## src/rtl/frame_burst_scheduler.sv

```systemverilog
// Burst-level round-robin scheduler that shares the image-processing FIFO between two slave sources.
// Optional idle abort in XFER is compiled in with `define ARB_TIMEOUT_EN.
module frame_burst_scheduler #(
    parameter int DW        = 32,
    parameter int PVW       = 8,
    parameter int BURST_LEN = 16,
    parameter int TIMEOUT   = 64
) (
    input  logic           clk,
    input  logic           rst_n,
    input  logic [1:0]     slv0_mode,
    input  logic [DW-1:0]  slv0_data,
    input  logic           slv0_data_valid,
    input  logic [PVW-1:0] slv0_proc_val,
    output logic           slv0_ready,
    input  logic [1:0]     slv1_mode,
    input  logic [DW-1:0]  slv1_data,
    input  logic           slv1_data_valid,
    input  logic [PVW-1:0] slv1_proc_val,
    output logic           slv1_ready,
    input  logic           fifo_full,
    output logic           fifo_wr_en,
    output logic [DW-1:0]  fifo_wdata,
    output logic [1:0]     fifo_mode,
    output logic [PVW-1:0] fifo_proc_val,
    output logic           fifo_src,
    input  logic           mstr_cmplt,
    output logic           busy,
    output logic           timeout_err
);

    // One counter width serves both the beat count and the idle count.
    localparam int CNT_MAX = (BURST_LEN > TIMEOUT) ? BURST_LEN : TIMEOUT;
    localparam int CNT_W   = $clog2(CNT_MAX + 1);

    typedef enum logic [1:0] {IDLE, GRANT, XFER, WAIT_CMPLT} state_t;

    state_t           state;
    logic             owner;
    logic             prio;
    logic [CNT_W-1:0] beat_cnt;

    logic             req0, req1;
    logic             acc0, acc1, accept;
    logic             to_hit;

    logic             vld_p1;
    logic [DW-1:0]    data_p1;
    logic [PVW-1:0]   pv_p1;
    logic             src_p1;

    assign req0 = |slv0_mode;
    assign req1 = |slv1_mode;

    assign slv0_ready = (state == XFER) && !owner && !fifo_full;
    assign slv1_ready = (state == XFER) &&  owner && !fifo_full;

    assign acc0   = slv0_ready && slv0_data_valid;
    assign acc1   = slv1_ready && slv1_data_valid;
    assign accept = acc0 || acc1;

    assign busy          = (state != IDLE);
    assign fifo_wr_en    = vld_p1;
    assign fifo_wdata    = data_p1;
    assign fifo_proc_val = pv_p1;
    assign fifo_src      = src_p1;

`ifdef ARB_TIMEOUT_EN
    logic [CNT_W-1:0] idle_cnt;
    logic             to_err_p1;

    assign to_hit = (state == XFER) && !accept && !fifo_full
                    && (idle_cnt == CNT_W'(TIMEOUT - 1));
    assign timeout_err = to_err_p1;

    always_ff @(posedge clk) begin
        if (!rst_n) begin
            idle_cnt  <= '0;
            to_err_p1 <= 1'b0;
        end else begin
            to_err_p1 <= to_hit;
            if (state != XFER || accept || fifo_full || to_hit)
                idle_cnt <= '0;
            else
                idle_cnt <= idle_cnt + 1'b1;
        end
    end
`else
    assign to_hit      = 1'b0;
    assign timeout_err = 1'b0;
`endif

    always_ff @(posedge clk) begin
        if (!rst_n) begin
            state     <= IDLE;
            owner     <= 1'b0;
            prio      <= 1'b0;
            beat_cnt  <= '0;
            fifo_mode <= 2'b00;
            vld_p1    <= 1'b0;
            data_p1   <= '0;
            pv_p1     <= '0;
            src_p1    <= 1'b0;
        end else begin
            // accept -> p1: one-cycle registered write toward the FIFO
            vld_p1 <= accept;
            if (accept) begin
                data_p1 <= acc1 ? slv1_data : slv0_data;
                pv_p1   <= acc1 ? slv1_proc_val : slv0_proc_val;
                src_p1  <= owner;
            end

            case (state)
                IDLE: begin
                    if (req0 || req1) begin
                        owner <= (req0 && req1) ? prio : req1;
                        state <= GRANT;
                    end
                end
                GRANT: begin
                    fifo_mode <= owner ? slv1_mode : slv0_mode;
                    beat_cnt  <= '0;
                    state     <= XFER;
                end
                XFER: begin
                    if (to_hit) begin
                        prio  <= ~owner;
                        state <= IDLE;
                    end else if (accept) begin
                        beat_cnt <= beat_cnt + 1'b1;
                        if (beat_cnt == CNT_W'(BURST_LEN - 1))
                            state <= WAIT_CMPLT;
                    end
                end
                WAIT_CMPLT: begin
                    if (mstr_cmplt) begin
                        prio  <= ~owner;
                        state <= IDLE;
                    end
                end
                default: state <= IDLE;
            endcase
        end
    end

endmodule

```

## config.mk

```make
export PLATFORM = sky130hd
export DESIGN_NAME = frame_burst_scheduler
export DESIGN_NICKNAME = d
export VERILOG_FILES = /design/src/rtl/frame_burst_scheduler.sv
export SDC_FILE = /design/constraint.sdc
export NUM_CORES = 1
export LEC_CHECK = 0
export BUFFER_PORTS_ARGS = -buffer_cell sky130_fd_sc_hd__buf_2
export CAP_MARGIN = 10
export CORE_ASPECT_RATIO = 0.5
export CORE_MARGIN = 4
export CORE_UTILIZATION = 49
export DETAILED_ROUTE_END_ITERATION = 10
export PLACE_DENSITY = 0.85
export SYNTH_ARGS = -nofsm -noshare
export SYNTH_HDL_FRONTEND = slang
export SYNTH_SLANG_ARGS = --single-unit
export TNS_END_PERCENT = 10
```

## constraint.sdc

```tcl
create_clock -name clk -period 3.2 [get_ports clk]
set_clock_uncertainty 0.2 [all_clocks]
set_input_delay 0.16 -clock clk [delete_from_list [all_inputs] [get_ports clk]]
set_output_delay 0.16 -clock clk [all_outputs]
set_load 0.01 [all_outputs]
```

==> run summary <==
Largest delay share family, worst path: buffers and inverters
post-route minimum period: 3.05 ns
hold_ws: -0.0245 ns
cell taking the most area after synthesis: dfxtp_1
Area growth syn-to-layout: 56.0%
Final setup viols: 0
Hold Vio Cnt, Final: 1
post-route insts no fill: 554
Startpoint Class: flop
status: complete, but fails checks
Crit path depth: 8
post-route ant nets: 0
Bufs and invs on worst path: 3
Chip Height: 60.5 um
fin nets: 579
H-tree depth: 2
crit path cell chain: inv_1, ha_1, nor2b_4, nand3_2, buf_4, nor2_1, a211oi_1, dlygate4sd3_1
placed insts: 468
I/O Pins: 138
port buffer count: 136
slowest CP cell: buf_4
Leakage: 1.91 nW
# clock sinks: 55
Post-synth ARST share: 0%
All-Layer GR Usage: 27.4%
routability cong.: 0.869
crit-path max cell delay: 0.61 ns
CTS buffer count: 5
count leader, synth: dfxtp_1
total gr overflow: 0
end of the critical path: fifo_wdata[26]
R2R depth: 8
Pwr per Cell Area: 418 nW/um^2
Post-Route WL: 10200 um
failing checks: hold timing
clock-pin slew of the registers on the worst-case setup and hold paths: 0.10 ns
CP Max Fanout: 81
total nets after synthesis: 379
CTS tree: done
Iteration-0 DRC Markers: 220
top cells by count, synth: dfxtp_1, nor2_1, mux2i_1
relative slew slack: 40.6%
via count: 3074
Max Slew Vio Count: 0
total power: 1.76 mW
DRT Pass-1 Iters: 4
Min-Delay Path Class: in2reg
Critical Path RT: 3.28 ns
VDD IR max: 0.312 mV
CTS Root Cell: clkbuf_8
post-DP HPWL: 5310 um
Yosys top cell area share: 40.8%
Skew-Pair Late Insertion Delay: 0.33 ns
Clock Tree Buf Depth: 2
Yosys cell types: 39
RSZ-0062 raised after global routing: no
wire per inst: 18.3 um
# DRC: 0
largest net degree at the start of global routing: 82
synthesized area: 2700 sq um
Seq cells post-synth: 55
Yosys warnings: 0
EDFF count, synth: 0
Post-CTS Setup Repair Bufs: 0
first-pass GRT wire length: 14800 um
vias in the first global route: 3076
initial antenna violation count: 0
crit path launch: state[0]
Core Box Area: 5110 sq um
CP Capture Type: flop
Setup CP Type: reg2reg
critical path arrival: 3.13 ns
FF-to-FF End: fifo_wdata[26]
Synth area leaders: dfxtp_1, mux2i_1, a211oi_1
vias per cell: 5.55
reg-to-reg slack, setup: 0.15 ns
die footprint: 6840 sq um
share of cells above drive strength 1: 31.6%
Total Neg Setup Slack: 0 ns
Worst-Margin Slew: 0.890 ns
Mapped Cells: 283
FF-to-FF Start: state[0]
Inserted Diodes: 0
Primary FF master, synth: dfxtp_1
Initial Util: 52.8%
Rows: 18
utilization after layout: 82.4%
maximum clock frequency: 327 MHz
Tcrit/Tclk final: 95.5%
Max Cap Violations: 0
post-synthesis area per instance: 9.55 sq um
die width: 113 um
post-synthesis sequential area ratio: 40.8%
[where the power goes]
part           internal, mW  switching [mW]  leakage [nW]  total [mW]
Combinational         0.260           0.265          1.42       0.526
Clock                 0.198           0.248        0.0505       0.445
Sequential            0.743          0.0449         0.445       0.788
[worst min-delay path by stage]
| stage | start | endpoint | slack, ns | cells past startpoint |
|---|---|---|---|---|
| after CTS | slv0_data[12] | fifo_wdata[12] | 0.002 | 3 |
| after floorplan | slv1_proc_val[0] | fifo_proc_val[0] | 0.14 | 2 |
| after detailed placement | slv1_data[15] | fifo_wdata[15] | 0.25 | 3 |
| final | slv0_data[12] | fifo_wdata[12] | -0.02 | 3 |
| after global routing | slv0_data[4] | fifo_wdata[4] | 0.009 | 3 |
| after global placement | slv1_data[14] | fifo_wdata[14] | 0.25 | 3 |
[worst reg2reg max path, delay by kind of cell, from the launching register on]
kind                       cells  cell delay (ns)
AOI/OAI and AO/OA              1             0.35
and+or+nand+nor                3             0.43
buffers and inverters          3             1.33
adders and majority gates      1             0.33
DFF                            1             0.37
[stage by stage]
step	cell area (sq um)	setup WS, ns	hold WS [ns]
final	4210	0.145	-0.0245
after global routing	4210	0.0112	0.00918
after CTS	4190	0.365	0.00154
after detailed placement	3330	0.901	0.254
after global placement	3330	1.01	0.247
after floorplan	2700	1.27	0.143
[sequential cells by signal, indices dropped and copies added, names as in the netlist]
register and flops:
fifo_src 1, owner 1, fifo_mode 2, state 2, fifo_proc_val 8, fifo_wdata 32, prio 1, beat_cnt 7
fifo_wr_en 1
[logic make-up (layout without fill, tap and decap cells)]
family | Yosys count | after routing | share of synthesized area (%)
buf+inv | 31 | 232 | 7.60
other cells | 1 | 1 | 0.139
flops | 55 | 55 | 40.8
fa+ha+maj | 6 | 6 | 2.78
simple gates | 79 | 79 | 12.9
mux | 46 | 46 | 17.5
compound gates | 65 | 65 | 18.3
[area by class of cell]
| type | instances | area [sq um] |
|---|---|---|
| fillers | 261 | 900 |
| flip-flops and latches | 55 | 1100 |
| clock inverters | 1 | 7.51 |
| inverters | 8 | 30.0 |
| repair buffers | 216 | 1490 |
| clock buffers | 7 | 96.3 |
| well taps | 70 | 87.6 |
| multi-input cells | 197 | 1400 |
[per-layer routing]
layer | wire [um] | share of wire (%) | track usage [%]
met1 | 3860 | 38 | 28.6
met3 | 593 | 5.8 | 6.57
met2 | 5150 | 51 | 52.7
met4 | 561 | 5.5 | 15.8
met5 | 0 | 0 | 0
[cells in the final DEF, fill, tap and decap left out, types with 2 or more instances in the layout]
cell type      instances
a21boi_0               2
nand3_1                2
a21oi_1                4
nor2_1                48
inv_1                  7
ha_1                   6
o31ai_1                3
nor4_1                 3
buf_2                136
clkbuf_8               7
dfxtp_1               55
mux2i_1               45
a211oi_1              43
dlygate4sd3_1         78
nor3_1                 2
o21a_1                 3
o21ai_1                2
nand2_1               12
and2_1                 5
[repair_timing]
| action | 4_1_cts | 5_1_grt |
|---|---|---|
| hold buffers | 76 | 2 |
| gates resized for setup | 0 | 0 |
| endpoints found under the hold margin | 48 | 2 |
No activity file was read; power rests on OpenSTA's default activity.
